File: config.mk
export PLATFORM = sky130hd
export DESIGN_NAME = instr_prefetch_flat
export DESIGN_NICKNAME = d
export VERILOG_FILES = /design/src/rtl/instr_prefetch_pkg.sv /design/src/rtl/instr_prefetch_if.sv /design/src/rtl/instr_fifo.sv /design/src/rtl/instr_prefetch.sv /design/src/flat_wrapper.sv
export SDC_FILE = /design/constraint.sdc
export NUM_CORES = 1
export LEC_CHECK = 0
export CORE_ASPECT_RATIO = 0.6
export CORE_UTILIZATION = 29
export CTS_BUF_LIST = sky130_fd_sc_hd__clkbuf_16
export DETAILED_ROUTE_END_ITERATION = 16
export PLACE_DENSITY = 0.41
export SYNTH_ARGS = -nofsm -noshare
export SYNTH_HDL_FRONTEND = slang
export SYNTH_SLANG_ARGS = --single-unit
File: constraint.sdc
create_clock -name clk -period 11.1 [get_ports clk]
set_clock_uncertainty 0.05 [all_clocks]
set_input_delay 1.665 -clock clk [delete_from_list [all_inputs] [get_ports clk]]
set_output_delay 1.665 -clock clk [all_outputs]
set_load 0.01 [all_outputs]
File: src/rtl/instr_prefetch_pkg.sv
// Shared constants and types for the instruction prefetch stage and its consumers.
package instr_prefetch_pkg;

    localparam int INSTR_BYTES = 4;
    localparam int BYTE_W      = 8;
    localparam int INSTR_W     = INSTR_BYTES * BYTE_W;
    localparam int AW_DEFAULT  = 8;

    typedef struct packed {
        logic [INSTR_W-1:0]    instr;
        logic [AW_DEFAULT-1:0] pc;
    } fetch_entry_t;

    // Control-flow opcodes shared with the datapath (bits [31:26]); jr is R-type + funct.
    localparam logic [5:0] OP_RTYPE = 6'h00;
    localparam logic [5:0] OP_BGEZ  = 6'h01;
    localparam logic [5:0] OP_J     = 6'h02;
    localparam logic [5:0] OP_JAL   = 6'h03;
    localparam logic [5:0] OP_BEQ   = 6'h04;
    localparam logic [5:0] OP_BNEQ  = 6'h05;
    localparam logic [5:0] FUNCT_JR = 6'h08;

    function automatic logic [5:0] opcode_of(input logic [INSTR_W-1:0] ins);
        return ins[INSTR_W-1:INSTR_W-6];
    endfunction

endpackage

File: src/rtl/instr_prefetch_if.sv
// Memory-read, redirect and instruction-delivery signals of the prefetch stage.
interface instr_prefetch_if
    import instr_prefetch_pkg::*;
#(
    parameter int AW    = 8,
    parameter int DEPTH = 4
);
    localparam int CW = $clog2(DEPTH) + 1;

    logic              mem_rd;
    logic [AW-1:0]     mem_addr;
    logic [BYTE_W-1:0] mem_rdata;
    logic              redirect_valid;
    logic [AW-1:0]     redirect_pc;
    logic              instr_valid;
    logic              instr_ready;
    logic [INSTR_W-1:0] instr;
    logic [AW-1:0]     instr_pc;
    logic [CW-1:0]     fifo_count;

    modport master (
        output mem_rd, mem_addr, instr_valid, instr, instr_pc, fifo_count,
        input  mem_rdata, redirect_valid, redirect_pc, instr_ready
    );

    modport slave (
        input  mem_rd, mem_addr, instr_valid, instr, instr_pc, fifo_count,
        output mem_rdata, redirect_valid, redirect_pc, instr_ready
    );

endinterface

File: src/rtl/instr_fifo.sv
// Prefetch FIFO with synchronous clear and a registered head so the consumer
// never sees a combinational path from its ready to the delivered word.
module instr_fifo #(
    parameter int DEPTH = 4,
    parameter int DW    = 40
) (
    input  logic                     clk,
    input  logic                     rst,
    input  logic                     clear_i,
    input  logic                     push_i,
    input  logic [DW-1:0]            push_data_i,
    input  logic                     pop_i,
    output logic [DW-1:0]            head_o,
    output logic [$clog2(DEPTH):0]   count_o
);
    localparam int PW = $clog2(DEPTH);
    localparam int CW = PW + 1;

    logic [DW-1:0] mem_q [DEPTH];
    logic [PW-1:0] rd_ptr_q, rd_ptr_d;
    logic [PW-1:0] wr_ptr_q, wr_ptr_d;
    logic [CW-1:0] count_q, count_d;
    logic [DW-1:0] head_q, head_d;
    logic          wr_en;

    assign wr_en = push_i && !clear_i;

    always_comb begin
        rd_ptr_d = rd_ptr_q;
        wr_ptr_d = wr_ptr_q;
        count_d  = count_q;
        if (clear_i) begin
            rd_ptr_d = '0;
            wr_ptr_d = '0;
            count_d  = '0;
        end else begin
            if (push_i) wr_ptr_d = wr_ptr_q + PW'(1);
            if (pop_i)  rd_ptr_d = rd_ptr_q + PW'(1);
            count_d = count_q + CW'(push_i) - CW'(pop_i);
        end
        // Next head is the word being written this edge when it lands at the new read slot.
        head_d = '0;
        if (count_d != '0)
            head_d = (wr_en && (rd_ptr_d == wr_ptr_q)) ? push_data_i : mem_q[rd_ptr_d];
    end

    always_ff @(posedge clk) begin
        if (wr_en) mem_q[wr_ptr_q] <= push_data_i;
    end

    always_ff @(posedge clk or posedge rst) begin
        if (rst) begin
            rd_ptr_q <= '0;
            wr_ptr_q <= '0;
            count_q  <= '0;
            head_q   <= '0;
        end else begin
            rd_ptr_q <= rd_ptr_d;
            wr_ptr_q <= wr_ptr_d;
            count_q  <= count_d;
            head_q   <= head_d;
        end
    end

    assign head_o  = head_q;
    assign count_o = count_q;

endmodule

File: src/rtl/instr_prefetch.sv
// Byte-serial instruction fetch: assembles big-endian words from a byte memory
// and queues them with their PC; redirects flush the queue and restart fetch.
module instr_prefetch
    import instr_prefetch_pkg::*;
#(
    parameter int DEPTH = 4,
    parameter int AW    = 8
) (
    input  logic              clk,
    input  logic              rst,
    instr_prefetch_if.master  bus
);
    localparam int CW = $clog2(DEPTH) + 1;
    localparam int EW = INSTR_W + AW;
    localparam int SW = INSTR_W - BYTE_W;

    logic [AW-1:0] fetch_pc_q, fetch_pc_d;
    logic [1:0]    byte_idx_q, byte_idx_d;
    logic [1:0]    pend_idx_q, pend_idx_d;
    logic          rd_pend_q, rd_pend_d;
    logic [SW-1:0] shreg_q, shreg_d;

    logic          word_done;
    logic          push;
    logic          pop;
    logic          valid;
    logic          space_ok;
    logic          issue;
    logic [AW-1:0] redirect_base;
    logic [EW-1:0] push_data;
    logic [EW-1:0] head;
    logic [CW-1:0] count;

    assign redirect_base = bus.redirect_pc & ~AW'(INSTR_BYTES - 1);
    assign word_done     = rd_pend_q && (pend_idx_q == 2'd3);
    assign push          = word_done && !bus.redirect_valid;
    assign valid         = (count != '0);
    assign pop           = valid && bus.instr_ready;

    // A word completing at this edge already owns a slot, so it counts against the
    // space check; otherwise a new word could start with no room left for it.
    assign space_ok = (int'(count) + int'(word_done)) < DEPTH;
    assign issue    = !rst && !bus.redirect_valid && ((byte_idx_q != 2'd0) || space_ok);

    // The in-flight word's PC is one word behind fetch_pc, which advanced on byte 3.
    assign push_data = {shreg_q, bus.mem_rdata, fetch_pc_q - AW'(INSTR_BYTES)};

    always_comb begin
        fetch_pc_d = fetch_pc_q;
        byte_idx_d = byte_idx_q;
        pend_idx_d = pend_idx_q;
        rd_pend_d  = issue;
        shreg_d    = shreg_q;
        if (rd_pend_q) shreg_d = {shreg_q[SW-BYTE_W-1:0], bus.mem_rdata};
        if (issue) begin
            pend_idx_d = byte_idx_q;
            byte_idx_d = byte_idx_q + 2'd1;
            if (byte_idx_q == 2'd3) fetch_pc_d = fetch_pc_q + AW'(INSTR_BYTES);
        end
        if (bus.redirect_valid) begin
            fetch_pc_d = redirect_base;
            byte_idx_d = '0;
            rd_pend_d  = 1'b0;
        end
    end

    always_ff @(posedge clk or posedge rst) begin
        if (rst) begin
            fetch_pc_q <= '0;
            byte_idx_q <= '0;
            pend_idx_q <= '0;
            rd_pend_q  <= 1'b0;
            shreg_q    <= '0;
        end else begin
            fetch_pc_q <= fetch_pc_d;
            byte_idx_q <= byte_idx_d;
            pend_idx_q <= pend_idx_d;
            rd_pend_q  <= rd_pend_d;
            shreg_q    <= shreg_d;
        end
    end

    instr_fifo #(
        .DEPTH (DEPTH),
        .DW    (EW)
    ) u_fifo (
        .clk         (clk),
        .rst         (rst),
        .clear_i     (bus.redirect_valid),
        .push_i      (push),
        .push_data_i (push_data),
        .pop_i       (pop),
        .head_o      (head),
        .count_o     (count)
    );

    assign bus.mem_rd      = issue;
    assign bus.mem_addr    = fetch_pc_q + AW'(byte_idx_q);
    assign bus.instr_valid = valid;
    assign bus.instr       = head[EW-1:AW];
    assign bus.instr_pc    = head[AW-1:0];
    assign bus.fifo_count  = count;

endmodule

File: src/flat_wrapper.sv
// flat-port wrapper written by rule: the top's interface ports become plain ports
module instr_prefetch_flat import instr_prefetch_pkg::*;
#(
    parameter int DEPTH = 4,
    parameter int AW    = 8
)
  (clk, rst, bus_mem_rd, bus_mem_addr, bus_instr_valid, bus_instr, bus_instr_pc, bus_fifo_count, bus_mem_rdata, bus_redirect_valid, bus_redirect_pc, bus_instr_ready);
  instr_prefetch_if #(.AW(AW), .DEPTH(DEPTH)) bus_i ();
  input  logic clk;
  input  logic rst;
  output wire logic [$bits(bus_i.mem_rd)-1:0] bus_mem_rd;
  output wire logic [$bits(bus_i.mem_addr)-1:0] bus_mem_addr;
  output wire logic [$bits(bus_i.instr_valid)-1:0] bus_instr_valid;
  output wire logic [$bits(bus_i.instr)-1:0] bus_instr;
  output wire logic [$bits(bus_i.instr_pc)-1:0] bus_instr_pc;
  output wire logic [$bits(bus_i.fifo_count)-1:0] bus_fifo_count;
  input wire logic [$bits(bus_i.mem_rdata)-1:0] bus_mem_rdata;
  input wire logic [$bits(bus_i.redirect_valid)-1:0] bus_redirect_valid;
  input wire logic [$bits(bus_i.redirect_pc)-1:0] bus_redirect_pc;
  input wire logic [$bits(bus_i.instr_ready)-1:0] bus_instr_ready;
  assign bus_mem_rd = bus_i.mem_rd;
  assign bus_mem_addr = bus_i.mem_addr;
  assign bus_instr_valid = bus_i.instr_valid;
  assign bus_instr = bus_i.instr;
  assign bus_instr_pc = bus_i.instr_pc;
  assign bus_fifo_count = bus_i.fifo_count;
  assign bus_i.mem_rdata = bus_mem_rdata;
  assign bus_i.redirect_valid = bus_redirect_valid;
  assign bus_i.redirect_pc = bus_redirect_pc;
  assign bus_i.instr_ready = bus_instr_ready;
  instr_prefetch #(.DEPTH(DEPTH), .AW(AW)) u_core (.clk(clk), .rst(rst), .bus(bus_i));
endmodule
== After elaboration in Yosys (flattened, before gate mapping) ==
Memories as Yosys holds them, arrays and structs flattened.
Cells that the tools add are included.
Operators by class
  add/subtract/negate cells: 9
  magnitude comparators: 1
  eq/ne operators: 3
  multiplexer cells: 15
  reductions and logical operators: 17
Operator list (count)
  $mux W40: 2
  $lt A32 B4 Y1 const B: 1
  $mux W8: 3
  $mux W2: 6
  $add A8 B2 Y8: 1
  $add A8 B3 Y8 const B: 1
  $reduce_bool A2 Y1: 4
  $sub A8 B3 Y8 const B: 1
  $logic_and A1 B1 Y1: 7
  $add A2 B1 Y2 const B: 3
  $reduce_bool A3 Y1: 2
  $add A3 B1 Y4: 1
  $eq A2 B2 Y1 const B: 2
  $add A3 B1 Y3: 1
  $mux W1: 3
  $mux W3: 1
  $sub A3 B1 Y3: 1
  $eq A2 B2 Y1: 1
  $logic_not A1 Y1: 2
  $reduce_and A2 Y1: 1
  $logic_or A1 B1 Y1: 1
Storage, ports and cells
  register bits: 84
  RAM bits: 160
  bits of input ports: 20
  output and inout bits: 53
  logic and storage cells: 55
  memories: 1
Memories
  u_core.u_fifo.mem_q: words 4, width 40, rd ports 1, clocked after memory_dff 0, write ports 1, RTL line instr_fifo.sv:19  | logic [DW-1:0] mem_q [DEPTH];

== Depth between registers and ports, before layout ==
Gate-level depths: netlist of the first run.
  word-level depth: 8
  gate-level depth with buffers: 14

== Cells and area by module ==
Synthesis of the first run repeated with hierarchy kept, for this count alone.
Unflattened totals
  cell total of the unflattened synthesis: 581
  area, all modules: 9565.4 µm²
Modules (own cells, without submodules)
  instr_fifo: times used 1, cells each 442, area an instance 7917.6 µm²
  instr_prefetch: times used 1, cells each 139, area an instance 1647.8 µm²

== Least setup slack after synthesis of the first run ==
Ideal clock, no wire load.
  kind: input-to-output
  from: in rst
  to: out bus_mem_rd
  arrival time: 4.340 ns
  data required time: 9.385 ns
  setup slack: 5.045 ns
  stages on the path: 3
  cell sequence: inv_1 > a22oi_1 > a21oi_1
Between the ends
  longest elaborated chain between the ends: 3
Ends and longest elaborated chain
  start: declaration: RTL line flat_wrapper.sv:10  | input logic rst;
  $logic_not A1 Y1: RTL line instr_prefetch.sv:43  | assign issue = !rst && !bus.redirect_valid && ((byte_idx_q != 2'd0) || space_ok);
  $logic_and A1 B1 Y1 (2 in series): RTL line instr_prefetch.sv:43
  end: declaration: RTL line flat_wrapper.sv:11  | output wire logic [$bits(bus_i.mem_rd)-1:0] bus_mem_rd;
No other way between the ends.

== Worst setup path in the final report of the first run ==
Ends and elaborated chain as after synthesis.

==> run summary, run 1 <==
Synth async-reset ratio: 34.8%
CTS Buf Count: 24
vias per inst: 4.80
synthesized area: 9470 µm²
run status: finished, final reports clean
Setup Viol. Count Final: 0
gpl congestion: 0.704
required time of the critical path: 9390 ps
syn nets: 740
Critical Path Sink: bus_mem_rd
r2r endpoint: u_core.u_fifo.head_o[25]
initial antenna violation count: 0
GRT overflow: 0
Cells after Synth: 708
Worst path max stage delay: 670 ps
vias post-DR: 5,755
Clock Latency Late Sink: 530 ps
Flop pwr share: 45.6%
Core Region: 31,700 µm²
Die Y: 142 µm
CP Class: primary input to output port
cell count along the critical path: 5
RSZ-0062 raised after global routing: no
critical path's top delay family: buffers and inverters
Most Frequent Cell on Critical Path: clkdlybuf4s50_1
Post-synth EDFFs: 152
flops & latches, synth: 233
DP HPWL: 13.2 mm
hold crit path type: flop to flop
Worst setup SP type: primary input
setup bufs post-CTS: 0
net switching power: 856 µW
Place WS: 5180 ps
Clock transition at path regs: 60 ps
Net Sw Frac: 32.6%
ANT cells: 0
R2R depth: 14
CP Launch Point: rst
Initial DRT Pass Iterations: 5
layout cells sized above 1: 8.57%
Sum Neg Setup Slack: 0 ps
number of global-route vias before repair: 6,143
remaining antenna violation count: 0
Seq/Total Area, Yosys: 69.6%
CTS tree: built
Fillers: 3,055
R2R setup slack: 6570 ps
row count: 50
fin crit share: 52.7%
Post-CTS Resized: 0
Synth Flop Type: edfxtp_1
Pwr Density: 233 nW/µm²
Die X: 235 µm
Synth warnings: 0
Max IR drop VDD: 0.102 mV
number of DRC markers in iteration 0: 377
# DRC: 0
Die ar.: 33,400 µm²
RR Startpoint: u_core.rd_pend_q
CTS root buffer: clkbuf_16
count of final hold-check violations: 0
worst-path cell with the longest stage delay: a22oi_1
routed wire length: 25.5 mm
top cell type's share of synthesized area: 48.2%
initial core utilization: 29.9%
minimum clock period: 5850 ps
CTS Buffer Depth: 3
largest net degree at the start of global routing: 78
CP Buf/Inv Count: 3
critical-path cell list: clkdlybuf4s50_1, clkinv_2, a22oi_1, a21oi_1, clkdlybuf4s50_1
Crit. End Element: output port
layout net count: 796
number of buffers added on ports: 70
CP Max Fanout: 32
Avg WL per Cell: 21.3 µm
syn avg cell area: 13.4 µm²
Cell Int Power: 1770 µW
CTS Hold Bufs: 0
Layout area overhead: 19.1%
Post-Layout Cell Count: 1,198
relative slew slack: 33.8%
unique cell type count in the Yosys netlist: 42
first-pass GRT wire length: 39.0 mm
H-tree levels: 1
worst path arrival time: 4130 ps
Leak: 0.00423 µW
Worst-Margin Slew: 993 ps
post-synth top area cell: edfxtp_1
Max Cap Viol: 0
Hold WS: 475 ps
logic gate share of total power: 25.9%
ranking of synthesized cells by area: edfxtp_1 48%, dfrtp_1 21%, nand2_1 4.3%
fmax: 171 MHz
Clock power frac: 28.4%
Tot GR Track Use: 15.5%
Final Max Slew Viols: 0
IO Pins: 73
dpl cells: 1,154
CTS sink count: 233
final setup margin: 5250 ps
==> how the worst min path moves through the flow <==
stage                            start  slack [ps]  depth (start not counted)                    endpoint
floorplan           u_core.shreg_q[16]         430                          0  u_core.u_fifo.mem_q[0][32]
global placement    u_core.shreg_q[20]         440                          0  u_core.u_fifo.mem_q[1][36]
detailed placement  u_core.shreg_q[20]         460                          0  u_core.u_fifo.mem_q[2][36]
CTS                 u_core.shreg_q[17]         480                          0  u_core.u_fifo.mem_q[0][33]
global route        u_core.shreg_q[17]         500                          0  u_core.u_fifo.mem_q[0][33]
finish              u_core.shreg_q[23]         480                          0  u_core.u_fifo.mem_q[3][39]
==> layout by cell type (no fill, tap or decap), types with 5 or more instances in the layout <==
cell type / Yosys / final
nand2_1: 108 / 108
o31ai_1: 5 / 5
clkinv_1: 0 / 6
dfrtp_1: 81 / 81
buf_4: 4 / 13
o32ai_1: 26 / 26
o32ai_2: 8 / 8
clkinv_2: 0 / 5
inv_1: 49 / 55
clkbuf_16: 0 / 25
clkdlybuf4s50_1: 0 / 69
ha_1: 11 / 11
nand3_1: 6 / 6
nand2b_1: 6 / 6
edfxtp_1: 152 / 152
nor3b_1: 39 / 39
a211oi_1: 39 / 39
o21ai_0: 26 / 26
xnor2_1: 10 / 9
and3_1: 38 / 38
nor2_1: 13 / 12
==> per-stage QoR <==
step	util [%]	area (µm²)	total power [µW]
2_1_floorplan	-	9470	1590
3_3_place_gp	33.4	10600	1890
3_5_place_dp	33.4	10600	1900
4_1_cts	35.6	11300	2660
5_1_grt	35.6	11300	2760
6_report	35.6	11300	2620
==> cells by family after synthesis <==
family / synth area share [%]
buf+inv: 4.60
other cells: 0.0396
xor+xnor: 1.53
simple gates: 12.1
mux: 0.780
fa+ha+maj: 1.67
flops: 69.6
compound gates: 9.67
==> registers in the layout, indices dropped and copies added (netlist names) <==
name / count
u_core.u_fifo.count_o: 3
u_core.fetch_pc_q: 6
u_core.u_fifo.head_o: 39
u_core.byte_idx_q: 2
u_core.u_fifo.mem_q: 152
u_core.rd_pend_q: 1
u_core.u_fifo.rd_ptr_q: 2
u_core.shreg_q: 24
u_core.pend_idx_q: 2
u_core.u_fifo.wr_ptr_q: 2
==> per-layer routing <==
layer  part of all wire, %  GRT usage [%]
met2                    44           23.6
met4                   1.3           2.96
met5                     0              0
met3                   3.2           2.91
met1                    51           23.0
==> cell usage after synthesis (3+ instances only) <==
cell / number
a211oi_1: 39
and2_1: 4
and3_1: 38
buf_1: 3
buf_2: 12
buf_4: 4
buf_6: 3
clkbuf_1: 31
dfrtp_1: 81
edfxtp_1: 152
ha_1: 11
inv_1: 49
mux2_2: 3
mux2i_1: 4
nand2_1: 108
nand2b_1: 6
nand3_1: 6
nand4_1: 3
nor2_1: 13
nor3b_1: 39
o21ai_0: 26
o31ai_1: 5
o32ai_1: 26
o32ai_2: 8
xnor2_1: 10
xor2_1: 4
==> layout make-up <==
| class | instances | area, µm² | area share, % |
|---|---|---|---|
| sequential | 233 | 6590 | 58.4 |
| timing repair buffer | 83 | 793 | 7.03 |
| inverter | 49 | 185 | 1.64 |
| clock inverter | 19 | 83.8 | 0.743 |
| multi-input combinational | 373 | 2480 | 22.0 |
| clock buffer | 25 | 626 | 5.55 |
| tap | 416 | 520 | 4.62 |
==> worst register-to-register path, delay by kind of cell, from the launching register on <==
family,cells,cell delay [ps]
adder cells (fa/ha/maj),3,780
AND/OR/NAND/NOR,3,830
XOR/XNOR,1,160
flip-flops,1,650
AO/OA/AOI/OAI,2,880
buffers and inverters,5,1010
==> power groups by stage <==
stage	clock, µW	sequential (µW)	combinational (µW)
finish	746	1200	681
floorplan	0	1200	391
CTS	767	1200	693
detailed placement	0	1210	687
global placement	0	1210	683
global route	801	1210	750
Power figures use the tool's default switching activity.
==> run 2: changes to the inputs <==
--- a/config.mk
+++ b/config.mk
@@ -9,7 +9,7 @@
 export CORE_UTILIZATION = 29
 export CTS_BUF_LIST = sky130_fd_sc_hd__clkbuf_16
 export DETAILED_ROUTE_END_ITERATION = 16
-export PLACE_DENSITY = 0.41
+export PLACE_DENSITY = 0.43
 export SYNTH_ARGS = -nofsm -noshare
 export SYNTH_HDL_FRONTEND = slang
 export SYNTH_SLANG_ARGS = --single-unit
==> constraint.sdc (replaced) <==
create_clock -name clk -period 4.7 [get_ports clk]
set_clock_uncertainty 0.05 [all_clocks]
set_input_delay 0.705 -clock clk [delete_from_list [all_inputs] [get_ports clk]]
set_output_delay 0.705 -clock clk [all_outputs]
set_load 0.01 [all_outputs]
==> run 2 against run 1 <==
Compared with the run above: first-iteration DRC count fell by 31%; utilization rose by 0.33 points; die area did not move; worst hold slack got worse by 2.2 ps; cell count rose by 0.25%; register-to-register slack got worse by 5500 ps; power rose by 140%.
==> run summary, run 2 (synthesized netlist as in run 1, its figures left out) <==
run status: finished, final reports clean
CTS Buffer Depth: 3 (unchanged)
first-pass GRT wire length: 38.2 mm (-2.0%)
setup bufs post-CTS: 0 (unchanged)
commonest non-fill, non-tap cell in the layout: edfxtp_1
logic gate share of total power: 25.6% (-0.3 points)
net switching power: 2000 µW (+130%)
CTS Buf Count: 24 (unchanged)
Pwr Density: 556 nW/µm² (+140%)
ANT cells: 0 (unchanged)
Final Max Slew Viols: 0 (unchanged)
Worst setup SP type: flop
Hold WS: 473 ps (-2.15 ps)
Clock Latency Late Sink: 530 ps (about the same)
# DRC: 0 (unchanged)
Initial DRT Pass Iterations: 4 (-1)
Setup Viol. Count Final: 0 (unchanged)
number of buffers added on ports: 70 (unchanged)
Cell Int Power: 4320 µW (+140%)
row count: 50 (unchanged)
Layout area overhead: 20.2%
RSZ-0062 raised after global routing: no
CTS root buffer: clkbuf_16
initial core utilization: 29.9% (unchanged)
Avg WL per Cell: 20.8 µm (-2.3%)
Flop pwr share: 44.7% (-0.9 points)
routed wire length: 25.0 mm (-2.1%)
Worst-Margin Slew: 997 ps (+4.44 ps)
Sum Neg Setup Slack: 0 ps (unchanged)
layout net count: 799 (+0.38%)
Post-CTS Resized: 0 (unchanged)
H-tree levels: 1 (unchanged)
gpl congestion: 0.712 (+1.0%)
Leak: 0.00426 µW (+0.68%)
Die ar.: 33,400 µm² (unchanged)
DP HPWL: 13.7 mm (+4.3%)
CTS tree: built
remaining antenna violation count: 0 (unchanged)
CTS Hold Bufs: 0 (unchanged)
Die X: 235 µm (unchanged)
Tot GR Track Use: 15.2% (-0.29 points)
Max Cap Viol: 0 (unchanged)
CTS sink count: 233 (unchanged)
minimum clock period: 3610 ps
number of global-route vias before repair: 6,114 (-0.47%)
Crit. End Element: flop
vias per inst: 4.82 (+0.27%)
count of final hold-check violations: 0 (unchanged)
Max IR drop VDD: 0.243 mV (+140%)
worst path arrival time: 3980 ps (-150 ps)
dpl cells: 1,157 (+0.26%)
hold crit path type: flop to flop
initial antenna violation count: 0 (unchanged)
Fillers: 3,072 (+0.56%)
fin crit share: 76.8%
Largest Register: u_core.u_fifo.mem_q
Net Sw Frac: 31.7% (-0.94 points)
IO Pins: 73 (unchanged)
CP Max Fanout: 22 (-31%)
number of DRC markers in iteration 0: 261 (-31%)
Clock power frac: 29.6% (+1.2 points)
most frequent cells in the layout: 152 x edfxtp_1, 108 x nand2_1, 81 x dfrtp_1
Core Region: 31,700 µm² (unchanged)
CP Class: flop to flop
Final Util: 36.0% (+0.33 points)
largest net degree at the start of global routing: 77 (-1.3%)
Post-Layout Cell Count: 1,201 (+0.25%)
GRT overflow: 0 (unchanged)
Die Y: 142 µm (unchanged)
required time of the critical path: 5070 ps (-4320 ps)
relative slew slack: 33.5% (-0.30 points)
fmax: 277 MHz
layout cells sized above 1: 9.17% (+0.60 points)
Clock transition at path regs: 70 ps (about the same)
vias post-DR: 5,785 (+0.52%)
max reg flops: 152 (unchanged)
Design Power: 6320 µW (+140%)
-- run 2: final cells by class --
cell class                 instances  area, µm²  share of cell area (%)
clock buffer                      25        626                    5.50
timing repair buffer              86        841                    7.39
inverter                          49        186                    1.64
multi-input combinational        373       2480                    21.8
sequential                       233       6590                    57.9
tap                              416        520                    4.57
clock inverter                    19        139                    1.22
-- run 2: power groups by stage --
stage / Combinational, µW / Sequential, µW / Clock [µW]
2_1_floorplan: 924 / 2830 / 0
3_3_place_gp: 1620 / 2860 / 0
3_5_place_dp: 1650 / 2870 / 0
4_1_cts: 1650 / 2830 / 1920
5_1_grt: 1780 / 2870 / 2000
6_report: 1620 / 2830 / 1870
-- run 2: path summary, 6_finish.rpt --
path | cells after the start | slack, ps | start | end
setup reg to reg | 13 | 1090 | u_core.pend_idx_q[1] | u_core.u_fifo.head_o[20]
hold / removal | 0 | 470 | u_core.shreg_q[18] | u_core.u_fifo.mem_q[1][34]
setup / recovery | 13 | 1090 | u_core.pend_idx_q[1] | u_core.u_fifo.head_o[20]
hold reg to reg | 0 | 470 | u_core.shreg_q[18] | u_core.u_fifo.mem_q[1][34]
max in group asynchronous | 3 | 2860 | rst | u_core.u_fifo.head_o[9]
min in group asynchronous | 2 | 580 | rst | u_core.u_fifo.head_o[1]
-- run 2: layer usage --
| metal | track usage, % | up-vias | part of all wire, % | wire [µm] |
|---|---|---|---|---|
| met5 | 0 | - | 0 | 0 |
| met4 | 2.82 | 0 | 1.5 | 378 |
| met3 | 2.81 | 31 | 4.5 | 1120 |
| met2 | 25.1 | 117 | 46 | 11600 |
| met1 | 21.1 | 2966 | 48 | 11900 |
| li1 | - | 2671 | - | - |
-- run 2: per-stage QoR --
| stage | setup slack (ps) | instance area (µm²) |
|---|---|---|
| 2_1_floorplan | 565 | 9470 |
| 3_3_place_gp | 696 | 10600 |
| 3_5_place_dp | 640 | 10600 |
| 4_1_cts | 1030 | 11400 |
| 5_1_grt | 810 | 11400 |
| 6_report | 1090 | 11400 |
-- run 2: worst max-delay path: stages, from the launching register on --
cell and delay (ps):
dfrtp_1 390, nand3_1 200, nor2_1 360, inv_1 100, ha_1 280, inv_1 60, ha_1 130, inv_1 50
fa_1 370, xnor2_1 150, a31oi_1 230, nand2_1 440, buf_12 350, o32ai_1 330
